[config.mk]
export PLATFORM = sky130hd
export DESIGN_NAME = coin_sprite_scheduler
export DESIGN_NICKNAME = d
export VERILOG_FILES = /design/src/rtl/coin_sched_pkg.sv /design/src/rtl/coin_hit_resolver.sv /design/src/rtl/coin_sprite_scheduler.sv
export SDC_FILE = /design/constraint.sdc
export NUM_CORES = 1
export LEC_CHECK = 0
export ABC_AREA = 1
export ABC_CLOCK_PERIOD_IN_PS = 5550
export CORE_MARGIN = 5
export CORE_UTILIZATION = 36
export CTS_CLUSTER_SIZE = 10
export DETAILED_ROUTE_END_ITERATION = 7
export SLEW_MARGIN = 15
export SYNTH_ARGS = -nofsm -noshare
export SYNTH_HDL_FRONTEND = slang
export SYNTH_HIERARCHICAL = 1
export SYNTH_SLANG_ARGS = --single-unit
[constraint.sdc]
create_clock -name vga_clk -period 5.55 [get_ports vga_clk]
set_input_delay 1.11 -clock vga_clk [delete_from_list [all_inputs] [get_ports vga_clk]]
set_output_delay 1.11 -clock vga_clk [all_outputs]
set_load 0.01 [all_outputs]
[src/rtl/coin_sched_pkg.sv]
// Shared types and sprite-sheet geometry for the coin sprite scheduler.
package coin_sched_pkg;

  localparam int SPR_W      = 32;
  localparam int SPR_H      = 32;
  localparam int SHEET_W    = 256;
  localparam int NUM_FRAMES = 8;
  localparam int IDX_W      = 3;
  localparam int ADDR_W     = 13;

  typedef struct packed {
    logic [9:0] x;
    logic [9:0] y;
    logic       active;
    logic       blink;
  } coin_t;

  localparam int COIN_W = $bits(coin_t);

  typedef enum logic {
    ANIM_HOLD = 1'b0,
    ANIM_RUN  = 1'b1
  } anim_state_e;

  // Row-major sheet: frames sit side by side, so the frame selects a column band.
  function automatic logic [ADDR_W-1:0] sprite_addr(input logic [9:0] lx,
                                                    input logic [9:0] ly,
                                                    input logic [2:0] frame);
    return ADDR_W'(ly) * ADDR_W'(SHEET_W) + ADDR_W'(frame) * ADDR_W'(SPR_W) + ADDR_W'(lx);
  endfunction

endpackage

[src/rtl/coin_hit_resolver.sv]
// Combinational per-pixel coverage test over the active coin set; lowest index wins.
module coin_hit_resolver
  import coin_sched_pkg::*;
#(
  parameter int NUM_COINS = 4
) (
  input  logic [NUM_COINS*COIN_W-1:0] coins_i,
  input  logic                        blink_phase_i,
  input  logic [9:0]                  draw_x_i,
  input  logic [9:0]                  draw_y_i,
  output logic                        hit_o,
  output logic [IDX_W-1:0]            idx_o,
  output logic [9:0]                  lx_o,
  output logic [9:0]                  ly_o
);

  coin_t      c;
  logic       visible;
  logic       in_x;
  logic       in_y;

  always_comb begin
    hit_o   = 1'b0;
    idx_o   = '0;
    lx_o    = '0;
    ly_o    = '0;
    c       = '0;
    visible = 1'b0;
    in_x    = 1'b0;
    in_y    = 1'b0;
    // Walk from the top index down so the lowest covering index is the last writer.
    for (int i = NUM_COINS - 1; i >= 0; i--) begin
      c       = coin_t'(coins_i[i*COIN_W +: COIN_W]);
      visible = c.active & ~(c.blink & blink_phase_i);
      in_x    = ({1'b0, draw_x_i} >= {1'b0, c.x}) &&
                ({1'b0, draw_x_i} <  ({1'b0, c.x} + 11'(SPR_W)));
      in_y    = ({1'b0, draw_y_i} >= {1'b0, c.y}) &&
                ({1'b0, draw_y_i} <  ({1'b0, c.y} + 11'(SPR_H)));
      if (visible && in_x && in_y) begin
        hit_o = 1'b1;
        idx_o = IDX_W'(i);
        lx_o  = draw_x_i - c.x;
        ly_o  = draw_y_i - c.y;
      end
    end
  end

endmodule

[src/rtl/coin_sprite_scheduler.sv]
// Shares one coin sprite ROM among NUM_COINS objects with frame-synchronous config latching.
// Optional per-coin blinking is enabled by defining COIN_SCHED_BLINK_EN.
//
// state     | meaning
// ANIM_HOLD | anim_en was 0 at the last latch point; frame and divider frozen
// ANIM_RUN  | anim_en was 1 at the last latch point; divider advanced there
module coin_sprite_scheduler
  import coin_sched_pkg::*;
#(
  parameter int NUM_COINS = 4,
  parameter int FRAME_DIV = 6,
  parameter int V_ACTIVE  = 480
) (
  input  logic        vga_clk,
  input  logic        reset_n,
  input  logic [9:0]  DrawX,
  input  logic [9:0]  DrawY,
  input  logic        wr_en,
  input  logic [2:0]  wr_idx,
  input  logic [9:0]  wr_x,
  input  logic [9:0]  wr_y,
  input  logic        wr_active,
`ifdef COIN_SCHED_BLINK_EN
  input  logic        wr_blink,
`endif
  input  logic        anim_en,
  output logic [12:0] rom_address,
  output logic        hit,
  output logic [2:0]  hit_idx,
  output logic        frame_tick,
  output logic [2:0]  anim_frame
);

  localparam int DIV_W = (FRAME_DIV > 1) ? $clog2(FRAME_DIV) : 1;

  coin_t [NUM_COINS-1:0] pend_q, pend_d;
  coin_t [NUM_COINS-1:0] act_q, act_d;

  anim_state_e      state_q, state_d;
  logic [DIV_W-1:0] div_q, div_d;
  logic [2:0]       frame_q, frame_d;
  logic             tick_q;

  logic [ADDR_W-1:0] rom_q, rom_d;
  logic              hit_q;
  logic [IDX_W-1:0]  idx_q, idx_d;

  logic             latch;
  logic             wr_blink_s;
  logic             blink_phase;
  logic             r_hit;
  logic [IDX_W-1:0] r_idx;
  logic [9:0]       r_lx;
  logic [9:0]       r_ly;

  assign latch = (DrawX == 10'd0) && (DrawY == 10'(V_ACTIVE));

`ifdef COIN_SCHED_BLINK_EN
  logic [3:0] bcnt_q, bcnt_d;
  logic       phase_q, phase_d;

  assign wr_blink_s  = wr_blink;
  assign blink_phase = phase_q;

  always_comb begin
    bcnt_d  = bcnt_q;
    phase_d = phase_q;
    if (latch) begin
      bcnt_d = bcnt_q + 4'd1;
      if (bcnt_q == 4'd15) phase_d = ~phase_q;
    end
  end

  always_ff @(posedge vga_clk or negedge reset_n) begin
    if (!reset_n) begin
      bcnt_q  <= '0;
      phase_q <= 1'b0;
    end else begin
      bcnt_q  <= bcnt_d;
      phase_q <= phase_d;
    end
  end
`else
  assign wr_blink_s  = 1'b0;
  assign blink_phase = 1'b0;
`endif

  // Latch copies the pre-edge pending set, so a same-cycle write waits a frame.
  always_comb begin
    pend_d = pend_q;
    act_d  = act_q;
    if (latch) act_d = pend_q;
    for (int i = 0; i < NUM_COINS; i++) begin
      if (wr_en && (wr_idx == 3'(i))) begin
        pend_d[i].x      = wr_x;
        pend_d[i].y      = wr_y;
        pend_d[i].active = wr_active;
        pend_d[i].blink  = wr_blink_s;
      end
    end
  end

  always_comb begin
    state_d = state_q;
    div_d   = div_q;
    frame_d = frame_q;
    if (latch) state_d = anim_en ? ANIM_RUN : ANIM_HOLD;
    if (latch && (state_d == ANIM_RUN)) begin
      if (div_q == DIV_W'(FRAME_DIV - 1)) begin
        div_d   = '0;
        frame_d = (frame_q == 3'(NUM_FRAMES - 1)) ? 3'd0 : frame_q + 3'd1;
      end else begin
        div_d = div_q + DIV_W'(1);
      end
    end
  end

  coin_hit_resolver #(
    .NUM_COINS(NUM_COINS)
  ) u_resolver (
    .coins_i      (act_q),
    .blink_phase_i(blink_phase),
    .draw_x_i     (DrawX),
    .draw_y_i     (DrawY),
    .hit_o        (r_hit),
    .idx_o        (r_idx),
    .lx_o         (r_lx),
    .ly_o         (r_ly)
  );

  always_comb begin
    rom_d = '0;
    idx_d = '0;
    if (r_hit) begin
      rom_d = sprite_addr(r_lx, r_ly, frame_q);
      idx_d = r_idx;
    end
  end

  always_ff @(posedge vga_clk or negedge reset_n) begin
    if (!reset_n) begin
      pend_q  <= '0;
      act_q   <= '0;
      state_q <= ANIM_HOLD;
      div_q   <= '0;
      frame_q <= '0;
      tick_q  <= 1'b0;
      rom_q   <= '0;
      hit_q   <= 1'b0;
      idx_q   <= '0;
    end else begin
      pend_q  <= pend_d;
      act_q   <= act_d;
      state_q <= state_d;
      div_q   <= div_d;
      frame_q <= frame_d;
      tick_q  <= latch;
      rom_q   <= rom_d;
      hit_q   <= r_hit;
      idx_q   <= idx_d;
    end
  end

  assign rom_address = rom_q;
  assign hit         = hit_q;
  assign hit_idx     = idx_q;
  assign frame_tick  = tick_q;
  assign anim_frame  = frame_q;

endmodule

=== Word level (Yosys, flattened, before mapping) ===
Index checks and enable logic that the tools add are counted.

* Output and inout bits: 21
* Bits of input ports: 48
* Register bits: 193

* Eq/ne operators: 6
* Reduce and logical (&&, ||, !) cells: 25
* Muxes and demuxes: 22
* Order comparisons: 16
* $add $sub $neg: 20

{| class="wikitable"
|+ Operator list
! operator !! number
|-
| adder 10 x 6 -> 11 bit (second input constant) || 8
|-
| less-than comparator 10 x 11 -> 1 bit || 8
|-
| greater-or-equal comparator 10 bit || 8
|-
| two-way mux 10 bit || 4
|-
| subtractor 10 bit || 4
|-
| logical AND 1 bit || 22
|-
| two-way mux 5 bit || 4
|-
| subtractor 5 bit || 4
|-
| adder 13 x 10 -> 13 bit || 1
|-
| adder 13 x 8 -> 13 bit || 1
|-
| two-way mux 13 bit || 1
|-
| equality test 10 x 9 -> 1 bit (second input constant) || 1
|-
| logical NOT 10 bit || 1
|-
| two-way mux 3 bit || 3
|-
| two-way mux 2 bit || 4
|-
| adder 3 x 1 -> 3 bit (second input constant) || 2
|-
| equality test 3 x 2 -> 1 bit (second input constant) || 2
|-
| equality test 3 bit (second input constant) || 2
|-
| two-way mux 1 bit || 6
|-
| equality test 3 x 1 -> 1 bit (second input constant) || 1
|-
| logical NOT 3 bit || 1
|-
| AND reduction 2 bit || 1
|}

=== Longest topological paths before layout ===
* Depth in word-level cells: 12
* Mapped depth: 27
* Gate-level depth less buffers: 26

=== By module ===
The synthesis kept the hierarchy.

{| class="wikitable"
|+ Modules (own cells, without submodules)
! module !! cells each !! sequential area each (µm²) !! area an instance (µm²) !! times used
|-
| coin_sprite_scheduler || 625 || 4804.6 || 7474.7 || 1
|-
| coin_hit_resolver || 1108 || 0.0 || 6409.9 || 1
|}

=== Worst setup path before layout ===
OpenSTA, ideal clock, no wires.

* Kind: input port to flip-flop
* Start: input port DrawX[0]
* End: register rom_q[11] (netlist: rom_address[11])
* Data arrival time: 3.857 ns
* Buffers on the path: 1
* Stages: 24
* Setup slack: 1.576 ns
* Required time: 5.433 ns
* Cells stage by stage: inv_1 > ha_1 > fa_1 > inv_1 > nand3_1 > nand4_1 > nand3_1 > nor2_1 > nand3_2 > buf_2 > o21ai_1 > inv_1 > nand2_1 > nand2_1 > ha_1 > fa_1 > nand3_1 > nand2_1 > nand2_1 > inv_1 > o21ai_0 > nand2_1 > nand2_1 > nor2_1

{| class="wikitable"
|+ RTL lines
! what !! line !! RTL
|-
| from (decl) || coin_sprite_scheduler.sv:16 || <nowiki>input logic [9:0] DrawX,</nowiki>
|-
| less-than comparator 10 x 11 -> 1 bit / greater-or-equal comparator 10 bit (equally long branches) || coin_hit_resolver.sv:36, coin_hit_resolver.sv:35 ||
|-
| logical AND 1 bit || coin_hit_resolver.sv:35 || <nowiki>in_x = ({1'b0, draw_x_i} >= {1'b0, c.x}) &&</nowiki>
|-
| logical AND 1 bit (2 in series) || coin_hit_resolver.sv:39 || <nowiki>if (visible && in_x && in_y) begin</nowiki>
|-
| two-way mux 10 bit (3 in series) || coin_hit_resolver.sv:39 ||
|-
| two-way mux 10 bit * || coin_hit_resolver.sv:39 ||
|-
| via r_lx[5] || coin_sprite_scheduler.sv:53 || <nowiki>logic [9:0] r_lx;</nowiki>
|-
| adder 13 x 10 -> 13 bit * || coin_sched_pkg.sv:29 || <nowiki>return ADDR_W'(ly) * ADDR_W'(SHEET_W) + ADDR_W'(frame) * ADDR_W'(SPR_W) + ADDR_W'(lx);</nowiki>
|-
| two-way mux 13 bit * || coin_sprite_scheduler.sv:134 || <nowiki>if (r_hit) begin</nowiki>
|-
| via rom_d[11] || coin_sprite_scheduler.sv:44 || <nowiki>logic [ADDR_W-1:0] rom_q, rom_d;</nowiki>
|-
| to (signal assigned) || coin_sprite_scheduler.sv:158 || <nowiki>rom_q <= rom_d;</nowiki>
|-
| to (decl) || coin_sprite_scheduler.sv:44 ||
|}

Mark *: on every way through the listed nets, which the timed path passes. The rest lies on a longest branch.
A chain may end at the register's enable or synchronous reset.

=== Worst setup path after layout ===
* Start: input port DrawX[8]
* End: register rom_q[11] (netlist: rom_address[11])

The elaborated chain is that of the path after synthesis.

==> results_dict.tcl <==
set metrics [dict create \
    path_common_cell "nand2_1" \
    startpoint_type "input pin" \
    top_layer "met4" \
    post_cts_resized 0 \
    layout-drive-gt1-share_pct 9.74 \
    clkPwrFrac_pct 39.3 \
    slowest_delay_ns 0.86 \
    seq_power_share_pct 47.0 \
    status "complete, no violations" \
    r2r_start "act_q[29]" \
    setup_tns_ns 0 \
    hold_viol 0 \
    rsz0062_at_grt "false" \
    crit_family "buffers and inverters" \
    coreArea_sq_um 36400 \
    path_max_fanout 19 \
    placement.io_buffers 68 \
    wl_met2_um 14700 \
    met1_length_um 17900 \
    required_ns 5.90 \
    start_util_pct 36.2 \
    netSwitchingPower_uw 961 \
    cts_tree "done" \
    die_area_sq_um 40600 \
    period_minus_slack_ns 4.69 \
    vias 10638 \
    dr_wl_met3_um 1500 \
    r2r_setup_slack_ns 1.68 \
    cts_buffers 17 \
    layout_common_cells "nand2_1 (352), inv_1 (236), dfrtp_1 (192), ha_1 (135), o21ai_0 (121)" \
    finalCritPeriodShare_pct 84.4 \
    gp_congestion 0.976 \
    drv_slew 0 \
    worstMarginPinSlew_ns 0.868 \
    cts_setup_buffers 0 \
    fillers 3646 \
    grt_usage_pct 17.5 \
    first_global_vias 10560 \
    ioPinCount 69 \
    p_int_uw 2380 \
    clockBufferDepth 2 \
    cp-startpoint "DrawX[8]" \
    powerDensity_nw_per_um2 222 \
    critPathBufInv 4 \
    antennaDiodeCount 0 \
    drc 0 \
    cp.depth 24 \
    fin_nets 1862 \
    die_w_um 202 \
    syn_area_per_cell_sq_um 8.26 \
    clock-sinks 192 \
    clk_latency_ns 0.45 \
    endpoint_kind "register" \
    htree_num_levels 4 \
    clk_pin_slew_ns 0.08 \
    syn_area_sq_um 13200 \
    hp-class "register to register" \
    postCtsHoldBufs 0 \
    crit_chain "clkdlybuf4s50_1, ha_1, nand2_1, inv_1, a21boi_0, nand3_1, a21oi_1, nor2_1, nand3_2, inv_2, nor2_1, o21ai_1, nand2_1, nand2_1, ha_1, fa_1, nand3_1, nand2_1, nand2_1, inv_1, o21ai_0, nand2_1, nand2_1, nor2_1" \
    syn2layout_area_growth_pct 13.9 \
    crit_type "input pin to register" \
    grt_pass1_wl_um 57000 \
    ant_nets 0 \
    comb_power_share_pct 13.7 \
    r2r-end "rom_address[11]" \
    drtIter0Drc 865 \
    slowest_stage "clkdlybuf4s50_1" \
    max_clock_freq_ghz 0.213 \
    cap_violations 0 \
    die_h_um 202 \
    final_core_utilization_pct 41.3 \
    totalWireLength_um 35000 \
    setup_violations 0 \
    rows 70 \
    ys_warn_count 6 \
    antenna_found_initial 0 \
    fin_worst_skew_ns 0.0120 \
    relSlewSlack_pct 42.1 \
    ff2ff_path_depth 25 \
    leakagePower_uw 0.00754 \
    final_common_cell "nand2_1" \
    grt_max_degree 108 \
    grt-ovfl-total 0 \
    wire_per_inst_um 16.3 \
    crit_arrival_ns 5.03 \
    hpwlAfterDp_um 27300 \
    peakVddDrop_mv 0.194 \
    firstDrtPassIters 5 \
    cts_root_buf "clkbuf_16" \
    crit_end "rom_address[11]" \
    syn_inst 1598 \
    vias_per_cell 4.95 \
    switching_share_pct 28.7 \
]
cell type report:
| cell class | count | area (sq um) | share of cell area [%] |
|---|---|---|---|
| Clock buffer | 17 | 425 | 2.83 |
| Clock inverter | 15 | 193 | 1.28 |
| Inverter | 238 | 893 | 5.94 |
| Multi-Input combinational cell | 1137 | 7320 | 48.7 |
| Sequential cell | 192 | 4800 | 32.0 |
| Tap cell | 468 | 586 | 3.89 |
| Timing Repair Buffer | 84 | 817 | 5.43 |
power by group through the flow:
stage | sequential, uW | combinational [uW] | clock (uW)
2_1_floorplan | 1580 | 281 | 0
3_3_place_gp | 1600 | 451 | 0
3_5_place_dp | 1600 | 459 | 0
4_1_cts | 1570 | 461 | 1350
5_1_grt | 1590 | 529 | 1400
6_report | 1570 | 458 | 1310
state kept, by name, indices dropped and copies added, names as in the netlist:
name	flops
pend_q	84
hit_idx	3
anim_frame	3
rom_address	13
act_q	84
frame_tick	1
hit	1
div_q	3
how the worst min path moves through the flow:
stage	startpoint	to	cells past startpoint
global route	pend_q[82]	pend_q[82]	2
finish	pend_q[46]	pend_q[46]	2
detailed placement	pend_q[47]	pend_q[47]	2
global placement	pend_q[63]	pend_q[63]	2
floorplan	pend_q[11]	pend_q[11]	2
CTS	pend_q[80]	pend_q[80]	2
metal layers:
layer / vias to the layer above / GRT usage (%)
met5: - / 0
met4: 0 / 5.54
met3: 49 / 2.27
met2: 257 / 26.4
met1: 4992 / 26.0
li1: 5340 / -
worst reg2reg max path: stages (launching register included):
cell,delay [ns]
dfrtp_1,0.44
ha_1,0.23
nand3_1,0.10
xor2_1,0.16
ha_1,0.30
nand2_1,0.08
nor2_1,0.19
nand4_1,0.11
nand2_1,0.09
inv_1,0.06
nand3_2,0.24
inv_2,0.21
nor2_1,0.13
o21ai_1,0.07
nand2_1,0.06
nand2_1,0.05
ha_1,0.21
fa_1,0.41
nand3_1,0.10
nand2_1,0.06
nand2_1,0.06
inv_1,0.04
o21ai_0,0.19
nand2_1,0.07
nand2_1,0.06
nor2_1,0.05
metrics by stage:
| step | power [uW] | cell area [sq um] | instances | worst slack, ns | hold WS, ns |
|---|---|---|---|---|---|
| 5_1_grt | 3520 | 15000 | 2151 | 0.432 | 0.502 |
| 6_report | 3340 | 15000 | 2151 | 0.864 | 0.483 |
| 2_1_floorplan | 1860 | 13200 | 1605 | 1.59 | 0.449 |
| 3_3_place_gp | 2050 | 14400 | 2119 | 0.519 | 0.462 |
| 4_1_cts | 3380 | 15000 | 2151 | 0.917 | 0.487 |
| 3_5_place_dp | 2060 | 14400 | 2119 | 0.431 | 0.470 |
Note: power is estimated with default switching activity, not from simulation.
